File: src/rtl/dmem_arbiter.sv
// Round-robin arbiter and access sequencer that shares one byte-enabled data memory port
// between two requesters, handling byte/half/word alignment, write masks and load extension.
module dmem_arbiter #(
  parameter int HEIGHT = 256
) (
  input  logic        i_clk,
  input  logic        i_rst,
  input  logic        i_a_req,
  input  logic        i_a_we,
  input  logic [1:0]  i_a_size,
  input  logic        i_a_unsigned,
  input  logic [31:0] i_a_addr,
  input  logic [31:0] i_a_wd,
  output logic        o_a_gnt,
  output logic        o_a_err,
  output logic        o_a_rvalid,
  output logic [31:0] o_a_rd,
  input  logic        i_b_req,
  input  logic        i_b_we,
  input  logic [1:0]  i_b_size,
  input  logic        i_b_unsigned,
  input  logic [31:0] i_b_addr,
  input  logic [31:0] i_b_wd,
  output logic        o_b_gnt,
  output logic        o_b_err,
  output logic        o_b_rvalid,
  output logic [31:0] o_b_rd,
  output logic [31:0] o_mem_addr,
  output logic [31:0] o_mem_wd,
  output logic [3:0]  o_mem_wen,
  output logic        o_mem_ren,
  input  logic [31:0] i_mem_rd
);

  typedef enum logic [1:0] {IDLE, ISSUE, WAIT, RESP} state_e;

  state_e      state_q;
  logic        lastB_q, selB_q, isLoad_q, uns_q;
  logic [1:0]  size_q, lane_q;
  logic        gntA_q, errA_q, rvalidA_q, gntB_q, errB_q, rvalidB_q;
  logic [31:0] rdA_q, rdB_q, memAddr_q, memWd_q;
  logic [3:0]  memWen_q;
  logic        memRen_q;

  logic        pickB_d, anyReq_d, selWe_d, selUns_d, err_d;
  logic [1:0]  selSize_d;
  logic [31:0] selAddr_d, selWd_d, wd_d, loadData_d;
  logic [3:0]  wen_d;
  logic [7:0]  byteField;
  logic [15:0] halfField;

  // Tie-break goes to whichever requester was not granted last
  always_comb begin
    anyReq_d  = i_a_req | i_b_req;
    pickB_d   = i_b_req && (!i_a_req || !lastB_q);
    selWe_d   = pickB_d ? i_b_we       : i_a_we;
    selSize_d = pickB_d ? i_b_size     : i_a_size;
    selUns_d  = pickB_d ? i_b_unsigned : i_a_unsigned;
    selAddr_d = pickB_d ? i_b_addr     : i_a_addr;
    selWd_d   = pickB_d ? i_b_wd       : i_a_wd;

    err_d = (selSize_d == 2'b11)
         || (selSize_d == 2'b01 && selAddr_d[0])
         || (selSize_d == 2'b10 && selAddr_d[1:0] != 2'b00)
         || ((selAddr_d >> 2) >= 32'(HEIGHT));

    wen_d = 4'b0000;
    wd_d  = 32'h0;
    case (selSize_d)
      2'b00: begin
        wen_d = 4'b0001 << selAddr_d[1:0];
        wd_d  = {4{selWd_d[7:0]}};
      end
      2'b01: begin
        wen_d = 4'b0011 << selAddr_d[1:0];
        wd_d  = {2{selWd_d[15:0]}};
      end
      2'b10: begin
        wen_d = 4'b1111;
        wd_d  = selWd_d;
      end
      default: begin
        wen_d = 4'b0000;
        wd_d  = 32'h0;
      end
    endcase

    case (lane_q)
      2'd0:    byteField = i_mem_rd[7:0];
      2'd1:    byteField = i_mem_rd[15:8];
      2'd2:    byteField = i_mem_rd[23:16];
      default: byteField = i_mem_rd[31:24];
    endcase
    halfField = lane_q[1] ? i_mem_rd[31:16] : i_mem_rd[15:0];

    case (size_q)
      2'b00:   loadData_d = uns_q ? {24'h0, byteField} : {{24{byteField[7]}}, byteField};
      2'b01:   loadData_d = uns_q ? {16'h0, halfField} : {{16{halfField[15]}}, halfField};
      default: loadData_d = i_mem_rd;
    endcase
  end

  always_ff @(posedge i_clk) begin
    if (i_rst) begin
      state_q   <= IDLE;
      lastB_q   <= 1'b1;
      selB_q    <= 1'b0;
      isLoad_q  <= 1'b0;
      uns_q     <= 1'b0;
      size_q    <= 2'b00;
      lane_q    <= 2'b00;
      gntA_q    <= 1'b0;
      errA_q    <= 1'b0;
      rvalidA_q <= 1'b0;
      rdA_q     <= 32'h0;
      gntB_q    <= 1'b0;
      errB_q    <= 1'b0;
      rvalidB_q <= 1'b0;
      rdB_q     <= 32'h0;
      memAddr_q <= 32'h0;
      memWd_q   <= 32'h0;
      memWen_q  <= 4'b0000;
      memRen_q  <= 1'b0;
    end else begin
      gntA_q    <= 1'b0;
      errA_q    <= 1'b0;
      rvalidA_q <= 1'b0;
      rdA_q     <= 32'h0;
      gntB_q    <= 1'b0;
      errB_q    <= 1'b0;
      rvalidB_q <= 1'b0;
      rdB_q     <= 32'h0;
      memWd_q   <= 32'h0;
      memWen_q  <= 4'b0000;
      memRen_q  <= 1'b0;
      case (state_q)
        IDLE: begin
          if (anyReq_d) begin
            state_q  <= ISSUE;
            lastB_q  <= pickB_d;
            selB_q   <= pickB_d;
            isLoad_q <= !err_d && !selWe_d;
            uns_q    <= selUns_d;
            size_q   <= selSize_d;
            lane_q   <= selAddr_d[1:0];
            gntA_q   <= !pickB_d;
            gntB_q   <= pickB_d;
            errA_q   <= !pickB_d && err_d;
            errB_q   <= pickB_d && err_d;
            // Rejected accesses leave the memory address and strobes untouched
            if (!err_d) begin
              memAddr_q <= selAddr_d & ~32'd3;
              if (selWe_d) begin
                memWen_q <= wen_d;
                memWd_q  <= wd_d;
              end else begin
                memRen_q <= 1'b1;
              end
            end
          end
        end
        ISSUE: state_q <= isLoad_q ? WAIT : IDLE;
        WAIT: begin
          state_q <= RESP;
          if (selB_q) begin
            rvalidB_q <= 1'b1;
            rdB_q     <= loadData_d;
          end else begin
            rvalidA_q <= 1'b1;
            rdA_q     <= loadData_d;
          end
        end
        RESP: state_q <= IDLE;
        default: state_q <= IDLE;
      endcase
    end
  end

  assign o_a_gnt    = gntA_q;
  assign o_a_err    = errA_q;
  assign o_a_rvalid = rvalidA_q;
  assign o_a_rd     = rdA_q;
  assign o_b_gnt    = gntB_q;
  assign o_b_err    = errB_q;
  assign o_b_rvalid = rvalidB_q;
  assign o_b_rd     = rdB_q;
  assign o_mem_addr = memAddr_q;
  assign o_mem_wd   = memWd_q;
  assign o_mem_wen  = memWen_q;
  assign o_mem_ren  = memRen_q;

endmodule

File: config.mk
export PLATFORM = sky130hd
export DESIGN_NAME = dmem_arbiter
export DESIGN_NICKNAME = d
export VERILOG_FILES = /design/src/rtl/dmem_arbiter.sv
export SDC_FILE = /design/constraint.sdc
export NUM_CORES = 1
export LEC_CHECK = 0
export ABC_AREA = 1
export BUFFER_PORTS_ARGS = -buffer_cell sky130_fd_sc_hd__buf_2
export CORE_UTILIZATION = 45
export DETAILED_ROUTE_END_ITERATION = 10
export PLACE_DENSITY = 0.84
export RECOVER_POWER = 100
export SYNTH_ARGS = -nofsm -noshare
export SYNTH_HDL_FRONTEND = slang
export SYNTH_SLANG_ARGS = --single-unit
File: constraint.sdc
create_clock -name i_clk -period 2.59 [get_ports i_clk]
set_input_delay 0.259 -clock i_clk [delete_from_list [all_inputs] [get_ports i_clk]]
set_output_delay 0.259 -clock i_clk [all_outputs]
set_load 0.01 [all_outputs]
==> results by group, run 1 <==
Synth
  – Fraction of registers with async set/reset: 0%
  – Post-Syn Area per Cell: roughly 7.3 um2
  – Post-synth cell types: 31
  – Top cell type by total area after synthesis: dfxtp_1
  – Top FF cell, synth: dfxtp_1
  – Syn Std Cell Area: 0.006371 mm2
  – Post-synthesis simple-gate area fraction: 28.95%
  – Synth Area in XOR/XNOR: 0%
  – Synth top area cells: dfxtp_1, nand2_1, inv_1
  – Synth Area in Adders: 0%
  – Post-synth EDFFs: 0
  – Largest family of logic cells by synthesized area: simple AND/OR/NAND/NOR gates
  – Synth warnings: 0
  – Synth Register Bits: ~150
  – Synth Instances: just under 900
  – Seq/Total Area, Yosys: around 46%
  – Post-synthesis mux area share: around 4%
  – Synth top area share: approximately 46%
  – Post-synthesis compound-gate area fraction: 7.993%

Timing
  – Slew headroom: a little over a quarter
  – Top achievable clock speed: around 440 MHz
  – Final setup violation count: 0
  – Slew @ Worst Pin: ~1100 ps
  – Tmin final: around 2300 ps
  – Tcrit/Tclk final: 88.12%
  – Final setup TNS: 0 ps
  – Slew Limit Fails: 0
  – Clock Skews: approximately 8.1 ps
  – RSZ-0062 raised after global routing: no
  – Final Hold Violating Endpoints: 0

Setup path
  – Crit path required time: between 2000 and 3000 ps
  – Critical Path AT: 2620 ps
  – Crit-path max FO: 36
  – R2R cell count: 11
  – Largest stage delay, worst path: approximately 320 ps
  – R2r startpoint: lastB_q$_SDFFE_PP1P_
  – Launch point of the critical path: lastB_q$_SDFFE_PP1P_
  – Crit path top cell by count: nand2_1
  – Kind of end point of the critical path: register
  – CP Class: reg -> reg
  – Worst R2R Setup Slack: between 300 and 400 ps
  – Startpoint Class: register
  – Worst Setup EP: o_mem_wd[22]$_SDFF_PP0_
  – Cells along the critical path: nand2_2 > buf_4 > nand3_1 > nand2_1 > nor2_2 > nand2_1 > nand2_1 > nor2_1 > nand4_4 > buf_4 > a21oi_1
  – Reg-to-Reg End: o_mem_wd[22]$_SDFF_PP0_
  – Critical path's slowest cell: dfxtp_1

Power
  – Leakage: between 4 and 5 nW
  – Peak supply drop: 495.5 uV
  – PwrDens: 648.6 mW/mm2
  – Sw Share: between 20% and 30%
  – Clock power share: between 40% and 50%
  – P_sw: 0.001415 W
  – Power share of the combinational group: 13.9%
  – P_int: 0.004009 W
  – Sequential share of power: 42.4%

Clocking
  – Clk root buf: clkbuf_16
  – Inserted Clock Buffers: 17
  – Clock buffer depth: 2
  – Worst-Skew Late Latency: approximately 420 ps
  – CTS tree: done
  – Post-CTS setup buffers: 0
  – Max H-tree Level: 4
  – Post_cts resized: 0
  – Clock sinks: approximately 150
  – Hold Buf Count CTS: 0
  – Clock slew at reported path FFs: around 60 ps

Place
  – Post-DP HPWL: around 14000 um
  – Buffers on Ports: between 300 and 400
  – Placed cells: roughly 1300
  – Routability cong.: ~0.87

Worst hold path
  – Hold WC Path Type: in -> reg
  – Hold Crit Depth: 2

Finish
  – Share of layout cells above drive strength 1: 19.63%
  – N_diodes: 0
  – Area occupied by multi-input gates: between 0.002 and 0.003 mm2
  – Post-layout instance count excluding filler cells: about 1400
  – Register area: between 0.002 and 0.003 mm2
  – Nets: approximately 1300
  – Area Overhead vs Synth: 31.25%
  – Filler cells: between 1000 and 1500

Floorplan
  – IO Pins: around 310
  – Die span in x: 121.0 um
  – Die height: roughly 120 um
  – Placeable core area: approximately 0.014 mm2
  – # rows: 43
  – Initial Util: between 40% and 50%
  – Die footprint: roughly 0.015 mm2

Global routing
  – Tot GR Track Use: about 26%
  – Total gr overflow: 0
  – Largest net degree at the start of global routing: 37
  – First-pass GRT wire length: roughly 29000 um
  – Initial antenna violation count: 0
  – Vias in the first global route: between 6000 and 7000

Drt
  – Vias/cell: ~4.8
  – WL final: around 19000 um
  – ANT nets after route: 0
  – WL/cell: around 14 um
  – Number of remaining DRC errors: 0
  – Routed vias: 6509
  – DR pass1 iterations: 5
  – Initial drt markers: 378

Run
  – Max Cap Violations: 0

Run status
  – Status: finished, final reports clean
## sequential cells by signal, indices dropped and copies added (netlist names), 2 cells and up, named ones only
signal	cells
lane_q	2
o_a_rd	32
o_mem_wen	4
o_b_rd	32
o_mem_addr	30
o_mem_wd	32
size_q	2
## synth_stat cells (8+ instances only)
cell	number
nand2_1	251
dfxtp_1	147
inv_1	141
nor2_1	78
nand3_1	36
a21oi_1	26
mux2i_1	26
nand3b_1	23
o21ai_0	22
nor2_2	21
clkbuf_1	17
buf_2	12
nand4_1	9
buf_4	8
## power groups by stage
stage / logic, W / clock network, W / registers [W]
2_1_floorplan: 0.000494 / 0 / 0.00234
3_5_place_dp: 0.000752 / 0 / 0.00235
4_1_cts: 0.000757 / 0.00242 / 0.00230
5_1_grt: 0.000838 / 0.00253 / 0.00230
6_report: 0.000751 / 0.00238 / 0.00230
3_3_place_gp: 0.000738 / 0 / 0.00235
## layout by cell type, fill, tap and decap left out, types with 2 or more instances in the layout
| master | count |
|---|---|
| clkinv_4 | 2 |
| nand4_1 | 9 |
| nand2_1 | 251 |
| a31oi_1 | 2 |
| clkinv_1 | 3 |
| o32ai_1 | 4 |
| nand3_1 | 36 |
| o22ai_1 | 7 |
| nor2_1 | 90 |
| clkinvlp_4 | 2 |
| clkbuf_16 | 17 |
| bufinv_16 | 2 |
| or2_2 | 4 |
| a211oi_1 | 5 |
| clkbuf_1 | 142 |
| nor2_2 | 9 |
| inv_1 | 141 |
| clkinv_2 | 4 |
| nand3b_1 | 23 |
| mux2i_1 | 26 |
| a21oi_1 | 28 |
| buf_2 | 170 |
| o211ai_1 | 7 |
| dfxtp_1 | 147 |
| nand2_2 | 2 |
| o221ai_1 | 7 |
| buf_4 | 14 |
| inv_6 | 2 |
| o21ai_0 | 22 |
| conb_1 | 2 |
## kinds of logic after synthesis
kind of cell           count (synthesis)
other                                  1
buffers and inverters                192
DFF                                  147
and+or+nand+nor                      426
AOI/OAI and AO/OA                     83
muxes                                 26
## critical path, delay by kind of cell, from the launching register on
kind,cells,cell delay (ps)
AND/OR/NAND/NOR,8,1150
buffers and inverters,2,530
flip-flops,1,320
AO/OA/AOI/OAI,1,190
## worst min path at each step
stage                                startpoint                           to  slack [ps]
floorplan                                 i_rst          selB_q$_SDFFE_PP0P_         330
global placement    o_mem_addr[19]$_SDFFE_PP0P_  o_mem_addr[19]$_SDFFE_PP0P_         440
detailed placement  o_mem_addr[20]$_SDFFE_PP0P_  o_mem_addr[20]$_SDFFE_PP0P_         440
CTS                                       i_rst          selB_q$_SDFFE_PP0P_          20
global route                              i_rst          selB_q$_SDFFE_PP0P_         110
finish                                    i_rst          selB_q$_SDFFE_PP0P_          90
## cell type report
| type | instances | area share, % |
|---|---|---|
| clock buffer | 20 | 5.342 |
| clock inverter | 12 | 1.556 |
| inverter | 145 | 6.509 |
| multi-input combinational | 537 | 30.84 |
| sequential | 147 | 35.19 |
| tap | 180 | 2.693 |
| timing repair buffer | 326 | 17.87 |
## metrics by stage
| step | total power, W | hold slack [ps] | area, um2 | setup slack, ps | utilization [%] |
|---|---|---|---|---|---|
| after floorplan | 0.002831 | 328.1 | 6375 | 883.0 | - |
| after global placement | 0.003084 | 440.1 | 8013 | 333.6 | 57.95 |
| after detailed placement | 0.003098 | 444.6 | 8013 | 219.9 | 57.95 |
| after CTS | 0.005472 | 24.19 | 8589 | 277.5 | 62.12 |
| after global routing | 0.005668 | 111.1 | 8362 | 43.63 | 60.47 |
| final | 0.005423 | 93.03 | 8362 | 307.7 | 60.47 |
## per-layer routing
layer	GRT usage (%)	vias to the layer above	wire [um]
met3	6.062	48	1209
li1	-	3296	-
met4	12.89	0	617
met2	43.11	258	8993
met5	0	-	0
met1	30.95	2907	7910
(Power assumes the default switching activity.)
==> run 2, diff against run 1 <==
- PLACE_DENSITY: 0.84 -> 0.82
- clock period: 2.59 -> 2.93 ns (I/O delays scaled with it)
==> results by group, run 2 (synthesis gave the netlist of run 1 again) <==
Run status
  – Status: finished, final reports clean

Clocking
  – Inserted Clock Buffers: 17
  – Clock slew at reported path FFs: roughly 60 ps
  – Clock buffer depth: 2
  – Clock sinks: about 150
  – Post_cts resized: 0
  – Worst-Skew Late Latency: slightly above 400 ps
  – Post-CTS setup buffers: 0
  – Max H-tree Level: 4
  – Hold Buf Count CTS: 0
  – Clk root buf: clkbuf_16
  – CTS tree: done

Drt
  – Vias/cell: roughly 4.8
  – WL/cell: 13.21 um
  – WL final: 18030 um
  – ANT nets after route: 0
  – Initial drt markers: roughly 390
  – Routed vias: roughly 6500
  – DR pass1 iterations: 5
  – Number of remaining DRC errors: 0

Setup path
  – R2R cell count: 14
  – Critical Path AT: roughly 2800 ps
  – CP Class: reg -> reg
  – Crit path top cell by count: nand2_1
  – R2r startpoint: lastB_q$_SDFFE_PP1P_
  – Cells along the critical path: nand2_1 > nand2_1 > buf_4 > nand2_1 > nand2_1 > nor2_1 > nor2_1 > nand2_1 > nor2_2 > nand3_1 > buf_4 > nand2_1 > nand2_1 > nor2_1
  – Largest stage delay, worst path: roughly 380 ps
  – Kind of end point of the critical path: register
  – Worst R2R Setup Slack: about 460 ps
  – Crit path required time: 3280 ps
  – Crit-path max FO: 31
  – Cell family with most CP delay: simple AND/OR/NAND/NOR gates
  – Critical path's slowest cell: nor2_2
  – Reg-to-Reg End: o_mem_addr[3]$_SDFFE_PP0P_
  – Startpoint Class: register
  – Worst Path Buf+Inv: 2

Finish
  – Commonest non-fill, non-tap cells in the layout: nand2_1, buf_2, dfxtp_1
  – Area occupied by multi-input gates: around 0.0026 mm2
  – Nets: 1345
  – Area Overhead vs Synth: 32.74%
  – Share of layout cells above drive strength 1: 19.58%
  – Filler cells: approximately 1300
  – Post-layout instance count excluding filler cells: about 1400
  – Final core occ: 61.16%
  – Register area: between 0.002 and 0.003 mm2
  – Most common cell after layout, fill and taps aside: nand2_1
  – N_diodes: 0

Timing
  – Tmin final: 2474 ps
  – Slew @ Worst Pin: ~630 ps
  – Clock Skews: between 4 and 5 ps
  – Final Hold Violating Endpoints: 0
  – Slew headroom: between 50% and 60%
  – Final setup TNS: 0 ps
  – Slew Limit Fails: 0
  – Tcrit/Tclk final: a little over four fifths
  – RSZ-0062 raised after global routing: no
  – Final setup violation count: 0
  – Top achievable clock speed: between 400 and 500 MHz

Global routing
  – Total gr overflow: 0
  – First-pass GRT wire length: roughly 29000 um
  – Tot GR Track Use: approximately a quarter
  – Largest net degree at the start of global routing: 38
  – Initial antenna violation count: 0
  – Vias in the first global route: 6040

Floorplan
  – Die span in x: 121.0 um
  – Initial Util: 46.08%
  – IO Pins: 311
  – # rows: 43
  – Die height: approximately 120 um
  – Placeable core area: 0.01383 mm2
  – Die footprint: between 0.01 and 0.015 mm2

Worst hold path
  – Hold WC Path Type: in -> reg
  – Hold path startpoint: i_rst
  – Hold Crit Depth: 2
  – Worst Hold End: selB_q$_SDFFE_PP0P_

Power
  – Leakage: between 4 and 5 nW
  – Peak supply drop: around 420 uV
  – PwrDens: between 600 and 700 mW/mm2

Place
  – Routability cong.: just under 0.9
  – Buffers on Ports: approximately 300
  – Post-DP HPWL: 13660 um
  – Placed cells: between 1000 and 1500

Run
  – Max Cap Violations: 0
run 2: cell types whose count changed in the layout (fill, tap and decap cells not counted), moves of 2 or more:
cell	previous run	this run
clkbuf_1	142	139
clkinvlp_4	2	0
nand2_1	251	253
clkinv_2	4	2
nand2_2	2	0
bufinv_16	2	6
run 2: worst max path at each step:
stage | startpoint | end | slack (ps) | cells past startpoint
2_1_floorplan | lastB_q$_SDFFE_PP1P_ | o_mem_wd[22]$_SDFF_PP0_ | 1220 | 13
3_3_place_gp | i_a_req | o_mem_wd[28]$_SDFF_PP0_ | 570 | 14
3_5_place_dp | i_a_req | o_mem_wd[7]$_SDFF_PP0_ | 530 | 14
4_1_cts | lastB_q$_SDFFE_PP1P_ | o_mem_addr[9]$_SDFFE_PP0P_ | 600 | 14
5_1_grt | lastB_q$_SDFFE_PP1P_ | o_mem_addr[3]$_SDFFE_PP0P_ | 180 | 14
6_report | lastB_q$_SDFFE_PP1P_ | o_mem_addr[3]$_SDFFE_PP0P_ | 460 | 14
run 2: cell type report:
type                       instances  share of cell area, %
inverter                         145                  6.436
clock buffer                      19                  5.356
multi-input combinational        537                  30.46
sequential                       147                  34.80
timing repair buffer             325                  17.62
tap                              180                  2.663
clock inverter                    12                  2.663
run 2: through the flow:
stage,power [W],instance area [um2],worst slack [ps],hold slack (ps)
floorplan,0.002503,6375,1223,362.1
global placement,0.002725,8005,570.7,441.9
detailed placement,0.002730,8005,534.1,447.8
CTS,0.005198,8683,600.0,80.54
global route,0.005378,8457,178.0,94.48
finish,0.005153,8457,455.6,101.6
run 2: power by group:
| part | leakage (nW) | switching [W] | total, W | internal [W] |
|---|---|---|---|---|
| Clock | 0.334 | 0.000825 | 0.00247 | 0.00164 |
| Combinational | 3.08 | 0.000405 | 0.000658 | 0.000253 |
| Sequential | 1.19 | 0.0000142 | 0.00203 | 0.00201 |
run 2: routing by layer:
layer	global-route usage (%)	routed length (um)	vias to the layer above
met2	43.32	8696	273
li1	-	-	3292
met4	11.34	570	0
met1	28.97	7506	2905
met3	5.968	1256	43
met5	0	0	-
